$ cat src/rtl/ram_arbiter.sv
// ram_arbiter: arbitrates instruction fetches and data accesses onto one shared RAM port,
// with data-then-fetch alternation, error retry and a sticky access timeout flag.
module ram_arbiter #(
    parameter int TIMEOUT = 15
) (
    input  logic        CLK,
    input  logic        nRST,
    input  logic        iREN,
    input  logic [31:0] iaddr,
    input  logic        dREN,
    input  logic        dWEN,
    input  logic [31:0] daddr,
    input  logic [31:0] dstore,
    output logic        iwait,
    output logic [31:0] iload,
    output logic        dwait,
    output logic [31:0] dload,
    output logic        ramREN,
    output logic        ramWEN,
    output logic [31:0] ramaddr,
    output logic [31:0] ramstore,
    input  logic [31:0] ramload,
    input  logic [1:0]  ramstate,
    output logic        tmo_err
);
    localparam int CW = $clog2(TIMEOUT + 1);
    localparam logic [1:0] RS_ACCESS = 2'd2;
    localparam logic [1:0] RS_ERROR  = 2'd3;

    typedef enum logic [1:0] {IDLE, DGRANT, IGRANT} state_t;

    state_t        state_q, state_d;
    logic [CW-1:0] cnt_q, cnt_d;
    logic          last_data_q, last_data_d;
    logic          tmo_q, tmo_d;
    logic          dreq, req, done, fail, expire;

    assign dreq    = dREN | dWEN;
    assign req     = (state_q == DGRANT) ? dreq : (state_q == IGRANT) ? iREN : 1'b0;
    assign done    = req && (ramstate == RS_ACCESS);
    assign fail    = req && (ramstate == RS_ERROR);
    // cnt_q counts grant cycles already spent, so this cycle is number cnt_q+1
    assign expire  = req && !done && !fail && ((cnt_q + CW'(1)) == CW'(TIMEOUT));
    assign tmo_err = tmo_q;

    always_ff @(posedge CLK or negedge nRST) begin
        if (!nRST) begin
            state_q     <= IDLE;
            cnt_q       <= '0;
            last_data_q <= 1'b0;
            tmo_q       <= 1'b0;
        end else begin
            state_q     <= state_d;
            cnt_q       <= cnt_d;
            last_data_q <= last_data_d;
            tmo_q       <= tmo_d;
        end
    end

    always_comb begin
        state_d     = state_q;
        cnt_d       = '0;
        last_data_d = last_data_q;
        tmo_d       = tmo_q;
        ramREN      = 1'b0;
        ramWEN      = 1'b0;
        ramaddr     = '0;
        ramstore    = '0;
        iwait       = 1'b1;
        dwait       = 1'b1;
        iload       = '0;
        dload       = '0;
        case (state_q)
            IDLE: begin
                state_d = (dreq && !(last_data_q && iREN)) ? DGRANT : iREN ? IGRANT : IDLE;
            end
            DGRANT: begin
                ramaddr  = daddr;
                ramstore = dstore;
                ramWEN   = dWEN;
                ramREN   = dREN & ~dWEN;
                dwait    = ~done;
                dload    = done ? ramload : '0;
            end
            IGRANT: begin
                ramaddr = iaddr;
                ramREN  = iREN;
                iwait   = ~done;
                iload   = done ? ramload : '0;
            end
            default: state_d = IDLE;
        endcase
        if (state_q == DGRANT || state_q == IGRANT) begin
            cnt_d       = cnt_q + CW'(1);
            state_d     = (!req || done || fail || expire) ? IDLE : state_q;
            last_data_d = done ? (state_q == DGRANT) : last_data_q;
            tmo_d       = tmo_q | expire;
        end
    end
endmodule

$ cat config.mk
export PLATFORM = sky130hd
export DESIGN_NAME = ram_arbiter
export DESIGN_NICKNAME = d
export VERILOG_FILES = /design/src/rtl/ram_arbiter.sv
export SDC_FILE = /design/constraint.sdc
export NUM_CORES = 1
export LEC_CHECK = 0
export ABC_CLOCK_PERIOD_IN_PS = 2570
export CAP_MARGIN = 0
export CORE_AREA = 2 2 103 105
export CTS_CLUSTER_SIZE = 16
export DETAILED_ROUTE_END_ITERATION = 10
export DIE_AREA = 0 0 105 107
export PLACE_DENSITY_LB_ADDON = 0.2
export SYNTH_ARGS = -nofsm -noshare
export SYNTH_HDL_FRONTEND = slang
export SYNTH_SLANG_ARGS = --single-unit
$ cat constraint.sdc
create_clock -name CLK -period 2.57 [get_ports CLK]
set_clock_uncertainty 0.15 [all_clocks]
set_input_delay 0.771 -clock CLK [delete_from_list [all_inputs] [get_ports CLK]]
set_output_delay 0.771 -clock CLK [all_outputs]
set_load 0.01 [all_outputs]
==> summary by stage <==
Finish
The finished layout holds a little under 700 standard cells, fillers aside. The antenna cell count is 0. At the end of the flow, the number of nets in the layout was 683. The share of post-route cells with drive strength above 1 is 47.1%. From synthesis to final layout, the design area changed by 227%.

Timing
Final hold analysis gives a worst-case slack of around 0.33 ns. Derived from the worst setup path, the maximum achievable clock frequency is between 300 and 400 MHz. The share of the clock period used by the worst path is 111%. The final count of hold timing violations is 0. The pin slew with the least headroom to its limit is roughly 0.35 ns. Setup repair after global routing could not meet its margin everywhere.

After layout, the minimum clock period comes to between 2 and 3 ns. The number of max-slew violations in the final report is 0. The final-report setup violation count is roughly 120. The headroom to the max-slew limit is approximately 76%. The worst path setup slack after routing is -0.280 ns. The final setup TNS is -15.68 ns.

GRT
The first global-routing pass estimated ~17000 microns of wire. The global route total overflow is 0. Entering global routing, the biggest net connects 39 pins. The number of antenna violations at the first check in global routing is 0. Across every metal layer, demand over resource in global routing totals a little under a fifth. The number of global-route vias before repair is about 2900.

Clocking
After clock tree synthesis, the clock-pin slew on the worst setup and hold paths is 0.04 ns. No sink is reached through more buffers than the 2 on the longest clock path. The master cell of the clock root buffer is clkbuf_8. The total of hold buffers inserted after clock tree synthesis is 0. TritonCTS built the clock tree. In this run the number of H-tree levels came out at 1. The clock reaches the later pin of the worst-skew pair after between 0.2 and 0.25 ns. CTS saw 8 sinks.

TritonCTS created 3 clock buffers.

Power
IR analysis of the VDD net gives a maximum drop of about 0.00048 V. The analysis attributes to cell leakage a power of ~2.6 nW. The power density over the cells is between 500 and 600 mW/mm^2.

Worst setup path
The cell at the slowest stage of the critical path is dfrtp_1. The kind of launch point of the worst setup path is a flop. The required arrival time at the worst endpoint is around 1.7 ns.

The worst setup path is captured at an output port. For this run, the slowest stage of the critical path takes 0.38 ns. The worst setup path is of the reg2out kind. STA puts the critical path data arrival time at roughly 1.9 ns. By instance count, the cell type seen most on the critical path is buf_6. The critical path goes through buf_6 > ha_4 > buf_6 > nand3b_4 > a21boi_4 > buf_6 > buf_8 > and3_4 > buf_6.

The largest fanout on the critical path is 5.

Logic synthesis
For this run, the number of Yosys warnings is 0. The mean instance size in the synthesized netlist is between 7 and 8 sq um. Counting flops and latches in the post-synthesis netlist gives 8.

The number of cells produced by synthesis is 241. By area the synthesized netlist is led by and2_1 26%, a22oi_1 14%, nor2b_1 13%. After synthesis, the largest area contributor takes up 25.6% of total cell area. The sequential fraction of the synthesis area is approximately an eighth. Counting every net in the synthesized netlist gives roughly 380. The biggest area contributor in the post-synthesis netlist is and2_1. After synthesis the cells add up to 0.00169 sq mm. The number of distinct library cells after synthesis is 30.

Floorplan
The I/O pin count is ~270. In this run the horizontal extent of the chip is 105 microns. The floorplan step set the die height to roughly 110 microns. The die outline area is 0.0112 sq mm.

Once the floorplan was initialized, standard cells occupied between 10% and 20% of the core. The placeable core region is 0.0101 sq mm. The number of placement rows is 37.

Placed design
The half-perimeter wire length after detailed placement is a little over 8000 microns. The routability congestion estimate from global placement is roughly 0.84. The worst setup slack after placement is -0.975 ns. The cell count after placement is between 600 and 700. The count of input and output buffers is around 270.

Hold path
The min-delay analysis places its worst path in the category reg2reg.

Route
The number of nets still failing antenna checks after routing is 0. Before antenna repair, the detailed router went through 4 iterations. The violation count after the first detailed-routing iteration is 86.

For this run, design rule violations remaining after detail routing come to 0. After detailed routing, the average wire length per cell comes to approximately 18 microns. Using the TritonRoute via totals, the vias-per-cell ratio works out to ~4.3.

The total vias in the final route is roughly 2900. Summed over all layers, the routed wires come to roughly 12000 microns.

Outcome
The run finished, with violations left. The final reports fail on negative setup slack.

Run
Across the run, the number of max-cap violations was 0.
==> Yosys cell counts, drive strengths merged <==
cell / instances
nor3: 1
a31o: 1
nand2b: 1
a32o: 1
xor2: 1
inv: 8
a22oi: 32
nand2: 6
nor2b: 35
ha: 5
buf: 3
a21oi: 1
and3: 33
a21boi: 1
and3b: 1
clkbuf: 22
or2: 1
nand3: 1
and2: 69
o21ai: 2
o21bai: 1
dfrtp: 8
mux2: 1
a211oi: 1
xnor2: 2
nand3b: 2
a41oi: 1
==> registers in the layout, indices dropped and copies added (netlist names) <==
register,cells
tmo_err,1
state_q,2
cnt_q,4
last_data_q,1
==> per-stage QoR <==
stage	total power [mW]	util (%)	area [sq um]
4_1_cts	2.66	48.8	4930
6_report	3.29	54.7	5520
2_1_floorplan	1.10	-	1690
5_1_grt	3.49	54.7	5520
3_3_place_gp	2.20	46.1	4660
3_5_place_dp	2.22	46.1	4660
==> routing by layer <==
| metal | part of all wire [%] | track usage, % |
|---|---|---|
| met1 | 40 | 21.6 |
| met2 | 53 | 35.6 |
| met3 | 6.5 | 4.26 |
| met4 | 0.50 | 2.10 |
| met5 | 0 | 0 |
==> what timing repair did <==
action | in CTS | in global routing
cloned | 10 | 7
endpoints found under the setup margin | 132 | 103
gates resized for setup | 547 | 112
buffers inserted | 16 | 7
pin swaps | 32 | 6
==> worst max-delay path, delay by kind of cell (launching register included) <==
| kind | cells | cell delay (ns) |
|---|---|---|
| adder cells (fa/ha/maj) | 1 | 0.15 |
| AND/OR/NAND/NOR | 2 | 0.35 |
| buffers and inverters | 5 | 0.63 |
| AO/OA/AOI/OAI | 1 | 0.18 |
| flip-flops | 1 | 0.38 |
==> cell usage in the layout, fill, tap and decap left out, drive strengths merged, types with 2 or more instances in the layout <==
cell type and count:
a22oi 32, buf 154, nand3b 2, inv 8
and2 69, clkdlybuf4s50 130, nor2b 35, and3 33
xnor2 2, nand2 6, clkbuf 10, dlygate4sd2 30
o21ai 2, dfrtp 8, ha 5
==> kinds of logic (layout without fill, tap and decap cells) <==
group / count (synthesis) / in the layout / synth area share [%]
and+or+nand+nor: 150 / 150 / 55.6
AOI/OAI and AO/OA: 41 / 41 / 18.3
buffers and inverters: 33 / 333 / 8.15
DFF: 8 / 8 / 11.9
adders and majority gates: 5 / 5 / 3.70
xor gates and xnor gates: 3 / 3 / 1.56
muxes: 1 / 1 / 0.889
==> path summary, 6_finish.rpt <==
path	endpoint	depth (start not counted)	startpoint	slack (ns)
setup / recovery	iload[8]	9	state_q[0]$_DFFE_PN0P_	-0.28
hold / removal	tmo_err$_DFFE_PN0P_	1	tmo_err$_DFFE_PN0P_	0.33
hold reg to reg	tmo_err$_DFFE_PN0P_	1	tmo_err$_DFFE_PN0P_	0.33
max in group asynchronous	tmo_err$_DFFE_PN0P_	1	nRST	1.34
setup reg to reg	last_data_q$_DFFE_PN0P_	9	state_q[0]$_DFFE_PN0P_	0.53
min in group asynchronous	cnt_q[3]$_DFF_PN0_	1	nRST	0.68
==> report_power, final <==
group          total [mW]  switching [mW]  internal, mW
Combinational        2.96            1.22          1.74
Sequential          0.188          0.0290         0.159
Clock               0.145          0.0436         0.101
Total                3.29            1.29          2.00
==> layout make-up <==
| cell class | instances | area, sq um |
|---|---|---|
| clock buffer | 3 | 41.3 |
| fill | 970 | 4570 |
| inverter | 8 | 30.0 |
| multi-input combinational | 200 | 1750 |
| sequential | 8 | 200 |
| tap | 136 | 170 |
| timing repair buffer | 322 | 3330 |
No activity file was read; power rests on OpenSTA's default activity.
